`src/rtl/flow_arbiter.sv`:
```
// Round-robin arbiter for the shared 20-bit word path: bounded bursts, one idle gap between grants.
// Optional FLOW_ARB_LOCK_EN adds lock_i, which lets the owner hold the path past MAX_BURST.
module flow_arbiter #(
    parameter int unsigned N_REQ     = 32,
    parameter int unsigned SEL_W     = 5,
    parameter int unsigned MAX_BURST = 8,
    parameter int unsigned CNT_W     = 4
) (
    input  logic             clk_i,
    input  logic             rst_i,
    input  logic [N_REQ-1:0] req_i,
`ifdef FLOW_ARB_LOCK_EN
    input  logic             lock_i,
`endif
    output logic [N_REQ-1:0] gnt_o,
    output logic [SEL_W-1:0] sel_o,
    output logic             busy_o,
    output logic [CNT_W-1:0] beat_cnt_o
);

    localparam logic [CNT_W-1:0] MaxBurst = CNT_W'(MAX_BURST);

    typedef enum logic [1:0] {StIdle, StGrant, StGap} state_e;

    state_e           state_q, state_d;
    logic [SEL_W-1:0] sel_q, sel_d;
    logic [SEL_W-1:0] rr_ptr_q, rr_ptr_d;
    logic [CNT_W-1:0] beat_q, beat_d;
    logic [N_REQ-1:0] gnt_q, gnt_d;

    logic [SEL_W-1:0] winner;
    logic [SEL_W-1:0] idx;
    logic             found;
    logic             lock_active;
    logic             at_limit;
    logic             release_grant;

`ifdef FLOW_ARB_LOCK_EN
    assign lock_active = lock_i;
`else
    assign lock_active = 1'b0;
`endif

    // First requester at or after rr_ptr; index arithmetic wraps because N_REQ == 2**SEL_W.
    always_comb begin
        winner = rr_ptr_q;
        found  = 1'b0;
        idx    = rr_ptr_q;
        for (int unsigned i = 0; i < N_REQ; i++) begin
            idx = rr_ptr_q + SEL_W'(i);
            if (!found && req_i[idx]) begin
                winner = idx;
                found  = 1'b1;
            end
        end
    end

    assign at_limit      = (beat_q == MaxBurst);
    assign release_grant = !req_i[sel_q] || (at_limit && !lock_active);

    always_ff @(posedge clk_i) begin
        if (rst_i) begin
            state_q <= StIdle;
        end else begin
            state_q <= state_d;
        end
    end

    always_comb begin
        state_d  = state_q;
        sel_d    = sel_q;
        rr_ptr_d = rr_ptr_q;
        beat_d   = beat_q;
        gnt_d    = gnt_q;
        unique case (state_q)
            StIdle: begin
                if (found) begin
                    state_d = StGrant;
                    sel_d   = winner;
                    beat_d  = CNT_W'(1);
                    gnt_d   = N_REQ'(1) << winner;
                end
            end
            StGrant: begin
                if (release_grant) begin
                    state_d  = StGap;
                    gnt_d    = '0;
                    beat_d   = '0;
                    rr_ptr_d = sel_q + SEL_W'(1);
                end else if (!at_limit) begin
                    beat_d = beat_q + CNT_W'(1);
                end
            end
            StGap: begin
                state_d = StIdle;
            end
            default: begin
                state_d = StIdle;
            end
        endcase
    end

    always_ff @(posedge clk_i) begin
        if (rst_i) begin
            sel_q    <= '0;
            rr_ptr_q <= '0;
            beat_q   <= '0;
            gnt_q    <= '0;
        end else begin
            sel_q    <= sel_d;
            rr_ptr_q <= rr_ptr_d;
            beat_q   <= beat_d;
            gnt_q    <= gnt_d;
        end
    end

    always_comb begin
        busy_o     = (state_q == StGrant);
        gnt_o      = gnt_q;
        sel_o      = sel_q;
        beat_cnt_o = beat_q;
    end

endmodule
```
`config.mk`:
```
export PLATFORM = sky130hd
export DESIGN_NAME = flow_arbiter
export DESIGN_NICKNAME = d
export VERILOG_FILES = /design/src/rtl/flow_arbiter.sv
export SDC_FILE = /design/constraint.sdc
export NUM_CORES = 1
export LEC_CHECK = 0
export CORE_ASPECT_RATIO = 1.25
export CORE_MARGIN = 2
export CORE_UTILIZATION = 34
export CTS_CLUSTER_DIAMETER = 30
export DETAILED_ROUTE_END_ITERATION = 10
export GPL_TIMING_DRIVEN = 0
export PLACE_DENSITY_LB_ADDON = 0.12
export REMOVE_ABC_BUFFERS = 1
export SLEW_MARGIN = 20
export SYNTH_ARGS = -nofsm -noshare
export SYNTH_HDL_FRONTEND = slang
export SYNTH_SLANG_ARGS = --single-unit
```
`constraint.sdc`:
```
create_clock -name clk_i -period 10.1 [get_ports clk_i]
set_input_delay 3.03 -clock clk_i [delete_from_list [all_inputs] [get_ports clk_i]]
set_output_delay 3.03 -clock clk_i [all_outputs]
set_load 0.05 [all_outputs]
```
Word level (Yosys, flattened, before mapping)

Cells that the tools add are included.

Register bits: 48
Bits of input ports: 34
Logic and storage cells: 287

Add/sub/neg operators: 33
$lt $le $gt $ge: 33
Equal/unequal tests: 5
Shift operators: 1
Muxes and demuxes: 139
Reductions and logical operators: 71

Operator list:

| cell                                                                    | number |
|---|---|
| 5-bit by 6-bit < comparator with 1-bit output, second input constant    | 33 |
| 1-bit binary-select mux with 5-bit select                               | 33 |
| 5-bit two-way mux                                                       | 31 |
| 5-bit adder, second input constant                                      | 16 |
| 1-bit two-way mux                                                       | 65 |
| 32-bit two-way mux                                                      | 2 |
| 32-bit case mux with 2 select lines                                     | 1 |
| 5-bit by 4-bit adder with 5-bit output, second input constant           | 8 |
| 1-bit logical NOT                                                       | 32 |
| 1-bit by 5-bit left shift with 32-bit output, first input constant      | 1 |
| 1-bit logical AND                                                       | 31 |
| 5-bit by 3-bit adder with 5-bit output, second input constant           | 4 |
| 4-bit two-way mux                                                       | 3 |
| 5-bit by 1-bit adder with 5-bit output, second input constant           | 2 |
| 5-bit by 2-bit adder with 5-bit output, second input constant           | 2 |
| 4-bit case mux with 2 select lines                                      | 1 |
| 2-bit AND reduction                                                     | 3 |
| 3-bit AND reduction                                                     | 2 |
| 4-bit by 1-bit adder with 4-bit output, second input constant           | 1 |
| 4-bit equality test, second input constant                              | 1 |
| 2-bit two-way mux                                                       | 2 |
| 2-bit case mux with 2 select lines                                      | 1 |
| 3-bit by 2-bit inequality test with 1-bit output, second input constant | 1 |
| 2-bit by 1-bit equality test with 1-bit output, second input constant   | 1 |
| 5 further kinds                                                         | 5 |

Logic depth before layout (Yosys ltp)

Gate-level depths: netlist of run 1.

Depth after elaboration: 99
Depth in mapped cells: 25
Gate-level depth less buffers: 15

Least setup slack after synthesis of run 1

Ideal clock, no wire load.

Kind: input-to-reg
From: input req_i[10]
To: register gnt_q[16] (netlist: gnt_o[16])
Library setup time: 0.117 ns
Data arrival time: 6.781 ns
Path slack: 3.203 ns
Stages on the path: 13
Buffers on the path: 1
Cell sequence: mux4_2 > mux2_2 > mux4_2 > a2111oi_4 > nand4_2 > or4_4 > or3_4 > o311a_1 > a211o_1 > o31ai_2 > buf_6 > nor3_1 > a22o_1

Longest elaborated chain between the ends: 99

Ends and longest elaborated chain:

| what                                         | line | text |
|---|---|---|
| start, declared                              | 11   | `input logic [N_REQ-1:0] req_i,` |
| 1-bit binary-select mux with 5-bit select    | 51   | `if (!found && req_i[idx]) begin` |
| 1-bit two-way mux (not written as such)      | 51   |  |
| 1-bit two-way mux                            | 51   |  |
| 1-bit logical NOT                            | 51   |  |
| 1-bit logical AND                            | 51   |  |
| 1-bit two-way mux                            | 51   |  |
| 1-bit logical NOT                            | 51   |  |
| 1-bit logical AND                            | 51   |  |
| (+83 left out)                               | -    |  |
| 1-bit logical AND                            | 51   |  |
| 1-bit two-way mux                            | 51   |  |
| 1-bit logical NOT                            | 51   |  |
| 1-bit logical AND                            | 51   |  |
| 5-bit two-way mux                            | 51   |  |
| 1-bit by 5-bit left shift with 32-bit output | 81   | `gnt_d = N_REQ'(1) << winner;` |
| 32-bit two-way mux                           | 77   | `if (found) begin` |
| 32-bit case mux with 2 select lines          | 75   | `unique case (state_q)` |
| end signal, assigned                         | 113  | `gnt_q <= gnt_d;` |
| end, declared                                | 29   | `logic [N_REQ-1:0] gnt_q, gnt_d;` |

Parallel ways exist; a longest one is shown, timed or not. The select of a mux whose other input is x is not followed.
A chain may end at the register's enable or synchronous reset.

Final worst setup path of run 1

From: input req_i[14]
To: register gnt_q[4] (netlist: gnt_o[4])

The elaborated chain is that of the path after synthesis.

==> metrics.cfg, run 1 <==
[global_routing]
grt_pass1_vias=9359
track_usage_pct=27.4
grt_max_degree=47
grt_pass1_wl_mm=61.2
antenna_found_initial=0
globalRouteOverflowTotal=0

[timing]
finalHoldViolCount=0
setup_slack_ps=823
drv_slew=0
worst_slew_pin_slew_ps=1230
skew_ps=11.1
grt_setup_unrepaired=false
period_minus_slack_ps=9280
maxSlewHeadroom_pct=18.1
setup_violations=0
tns_ps=0
period_share_pct=91.9
max_freq_mhz=108

[clock_tree]
ctsResizeCount=0
cts_tree=built
clkLatencyLatePin_ps=290
h-tree-depth=2
clock-sinks=48
ctsHoldBuffers=0
root_buffer=clkbuf_16
numCtsBuffers=5
clkSlewWorstSetupHoldPaths_ps=60
cts_setup_buffers=0
cts_buffer_depth=2

[floorplan]
start_util_pct=34.5
num_io_pins=76
rows=68
die_w_um=154
die_h_um=191
coreArea_mm2=0.0276
die-area_mm2=0.0293

[placement]
gp_congestion=0.982
dp_slack_ps=790
hpwl_mm=32.0
io_buffers=75
place_area_mm2=0.0106

[synthesis]
synthDistinctLibCells=91
yosysSeqAreaShare_pct=10.1
yosys_warnings=0
synth_top_area_share_pct=23.7
syn_area_mm2=0.00951
postSynthAreaPerCell_um2=8.86
synthTopCellsByCount=mux4_2, nand2_1, mux2i_1, nor2_1, o21ai_0
yosys_most_used_dff=dfxtp_1
ys_top_cells_by_area=mux4_2, dfxtp_1, mux2i_1
synth_edf_count=0
syn_inst=1074
synth.most_common_cell=mux4_2
synthArstFlopShare_pct=0
ys_ff_latch=48
yosys.area.top_type=mux4_2

[worst_setup_path]
worstPathRequired_ps=10300
r2r_cells=14
worstPathMaxFanout=21
startpoint_type=input port
crit_chain=clkdlybuf4s50_1 -> mux4_2 -> mux4_2 -> mux2i_1 -> and2_2 -> nand3_2 -> nor2_1 -> nand2_1 -> a2111oi_0 -> a21oi_1 -> a21oi_1 -> nand2_2 -> o31ai_1
max_stage_delay_ps=860
critPathKind=input port to register
critPathSlowestCell=a2111oi_0
crit_path_end_kind=register
critPathArrivalTime_ps=9470

[drt]
antenna_left=0
drc=0
firstDrtPassIters=6
dr_total_vias=9787
wl_mm=41.0
vias_per_cell=6.76
wl_per_cell_um=28.3
initialDrtViolationCount=966

[final_layout]
nFillCells=2883
diodes=0
drive_above_1_share_pct=20.8
finalNetCount=1147
stdcell_area_mm2=0.0108
synthToLayoutAreaGrowth_pct=13.5
multi_input_comb_area_mm2=0.00823
seq_area_um2=972

[worst_hold_path]
hp-class=register to register
whs_path_depth=2

[run_status]
status=complete, no violations

[job]
cap_violations=0

[worst max-delay path: cells and delay by family]
family | cells | cell delay (ps)
multiplexers | 3 | 2030
AO/OA/AOI/OAI | 4 | 1910
AND/OR/NAND/NOR | 5 | 1840
buffers and inverters | 1 | 630
[layer usage]
layer	GRT usage [%]	routed length, um	vias to the layer above
li1	-	-	4345
met1	33.4	16200	4843
met2	47.6	19700	478
met3	1.84	2210	121
met4	15.9	2830	0
met5	0	0	-
[state kept, by name, summed over array words and instances, names as in the netlist]
register	count
state_q	2
rr_ptr_q	5
sel_o	5
beat_cnt_o	4
gnt_o	32
[cell type report]
type | count | area share, %
multi-input cells | 937 | 76.2
flip-flops and latches | 48 | 9.00
repair buffers | 87 | 8.76
well taps | 350 | 4.06
clock buffers | 7 | 1.23
inverters | 18 | 0.637
clock inverters | 1 | 0.0811
[stage by stage]
step	hold slack, ps	instances	utilization [%]
after floorplan	482	1003	-
after global placement	433	1428	37.6
after detailed placement	441	1440	38.6
after CTS	448	1448	39.1
after global routing	471	1448	39.2
final	443	1448	39.2
[placed cells by master, fill, tap and decap left out, drive strengths merged, types with 8 or more instances in the layout]
cell / Yosys / final
buf: 33 / 12
xor2: 11 / 11
mux2: 51 / 51
ha: 16 / 16
a211oi: 19 / 19
nand3: 31 / 31
mux4: 100 / 100
or3: 18 / 18
a21oi: 47 / 47
nor3: 21 / 21
inv: 17 / 17
xnor2: 23 / 23
o31ai: 10 / 10
a22o: 16 / 16
nor2: 84 / 84
nor4: 10 / 10
a2111oi: 8 / 8
nand4: 8 / 8
nand2: 98 / 98
and3: 10 / 10
or2: 10 / 10
a22oi: 10 / 10
o22ai: 18 / 18
clkdlybuf4s50: 0 / 75
nor2b: 8 / 8
and2: 19 / 19
o21ai: 70 / 70
a31oi: 14 / 14
mux2i: 89 / 89
dfxtp: 48 / 48
[path summary, 6_finish.rpt]
kind	startpoint	endpoint	slack [ps]
setup reg to reg	rr_ptr_q[0]$_SDFFE_PP0P_	gnt_o[4]$_SDFFE_PP0P_	2050
hold reg to reg	gnt_o[10]$_SDFFE_PP0P_	gnt_o[10]$_SDFFE_PP0P_	440
hold / removal	gnt_o[10]$_SDFFE_PP0P_	gnt_o[10]$_SDFFE_PP0P_	440
setup / recovery	req_i[14]	gnt_o[4]$_SDFFE_PP0P_	820
[logic make-up after synthesis]
group                    after synthesis  synth area share [%]
AND/OR/NAND/NOR                      344                  18.6
AO/OA/AOI/OAI                        303                  22.4
multiplexers                         240                  39.1
buffers and inverters                 89                  4.31
flip-flops                            48                  10.1
XOR/XNOR                              34                  3.29
adder cells (fa/ha/maj)               16                  2.10
Power of run 1 is left out: the tool's default activity adds up to more than one toggle a clock period on the data nets, which glitch-free logic cannot reach.
==> run 2: changes to the inputs <==
--- a/config.mk
+++ b/config.mk
@@ -12,6 +12,7 @@
 export DETAILED_ROUTE_END_ITERATION = 10
 export GPL_TIMING_DRIVEN = 0
 export PLACE_DENSITY_LB_ADDON = 0.12
+export RECOVER_POWER = 50
 export REMOVE_ABC_BUFFERS = 1
 export SLEW_MARGIN = 20
 export SYNTH_ARGS = -nofsm -noshare
==> run 2 against run 1 <==
Against the previous run: non-clock buffer count did not move; highest routed layer unchanged; core utilization hardly changed; final cell count stayed put; setup slack got worse by 32 ps; critical endpoint unchanged; register-to-register slack got worse by 40 ps.
==> metrics.cfg, run 2 (synthesis gave the netlist of run 1 again) <==
[timing]
finalHoldViolCount=0
worst_slew_pin_slew_ps=1260
max_freq_mhz=107
setup_violations=0
period_share_pct=92.2
grt_setup_unrepaired=false
skew_ps=10.7
drv_slew=0
period_minus_slack_ps=9310
maxSlewHeadroom_pct=15.3

[floorplan]
num_io_pins=76
die_h_um=191
coreArea_mm2=0.0276
start_util_pct=34.5
rows=68
die_w_um=154
die-area_mm2=0.0293

[drt]
antenna_left=0
wl_per_cell_um=28.2
firstDrtPassIters=6
vias_per_cell=6.75
wl_mm=40.9
dr_total_vias=9772
initialDrtViolationCount=1011
drc=0

[clock_tree]
clkLatencyLatePin_ps=290
ctsHoldBuffers=0
cts_setup_buffers=0
clkSlewWorstSetupHoldPaths_ps=60
numCtsBuffers=5
clock-sinks=48
cts_buffer_depth=2
ctsResizeCount=0
cts_tree=built
root_buffer=clkbuf_16
h-tree-depth=2

[placement]
place_area_mm2=0.0106
io_buffers=75
gp_congestion=0.982
dp.cells=1440
hpwl_mm=32.0

[final_layout]
drive_above_1_share_pct=20.7
multi_input_comb_area_mm2=0.00823
finalNetCount=1147
final_common_cell=mux4_2
seq_area_um2=972
layout_common_cells=mux4_2, nand2_1, mux2i_1, nor2_1, o21ai_0
diodes=0
layoutNonFillerInstCount=1448
stdcell_area_mm2=0.0108
fin_util_pct=39.2
largest_register_ffs=32
synthToLayoutAreaGrowth_pct=13.5
nFillCells=2884

[worst_setup_path]
critPathKind=input port to register
worstPathRequired_ps=10300
critPathArrivalTime_ps=9500
worstPathMaxFanout=21
startpoint_type=input port
crit_path_end_kind=register

[job]
cap_violations=0

[global_routing]
grt_pass1_vias=9359
globalRouteOverflowTotal=0
grt_max_degree=47
track_usage_pct=27.4
antenna_found_initial=0
grt_pass1_wl_mm=61.2

[worst_hold_path]
hp-class=register to register

[run_status]
status=complete, no violations

[run 2: changes by cell type in the layout (fill, tap and decap cells not counted)]
cell,change
dlygate4sd3_1,+43
nor3_2,-1
clkdlybuf4s50_1,-43
nor3_1,+1
[run 2: worst paths after layout]
path | start | end | slack (ps) | cells after the start
worst max-delay path | req_i[15] | gnt_o[4]$_SDFFE_PP0P_ | 790 | 13
worst min-delay path | gnt_o[10]$_SDFFE_PP0P_ | gnt_o[10]$_SDFFE_PP0P_ | 440 | 2
worst max register to register | rr_ptr_q[0]$_SDFFE_PP0P_ | gnt_o[4]$_SDFFE_PP0P_ | 2010 | 14
worst min register to register | gnt_o[10]$_SDFFE_PP0P_ | gnt_o[10]$_SDFFE_PP0P_ | 440 | 2
[run 2: per-stage QoR]
stage	setup TNS, ps	worst slack (ps)	hold WS [ps]
final	0	791	440
after global routing	0	616	468
after CTS	0	1080	448
after detailed placement	0	790	441
after global placement	-115410	-2990	433
after floorplan	0	1270	482
[run 2: routing by layer]
| layer | part of all wire, % | global-route usage [%] | vias to the layer above |
|---|---|---|---|
| li1 | - | - | 4349 |
| met1 | 39 | 33.4 | 4833 |
| met2 | 49 | 47.6 | 478 |
| met3 | 5.4 | 1.84 | 112 |
| met4 | 6.8 | 15.9 | 0 |
| met5 | 0 | 0 | - |
[run 2: critical path: stages]
cell and delay, ps:
dlygate4sd3_1 710, mux4_2 650, mux4_2 500, mux2i_1 830, and2_2 380, nand3_2 430, nor2_1 710, nand2_1 110
a2111oi_0 850, a21oi_1 260, a21oi_1 530, nand2_2 230, o31ai_1 250
[run 2: layout make-up]
class	count	share of cell area [%]
multi-input combinational	937	76.2
inverter	18	0.638
tap	350	4.06
clock buffer	7	1.23
clock inverter	1	0.0811
timing repair buffer	87	8.76
sequential	48	9.01
Power of run 2 is left out for the same reason.
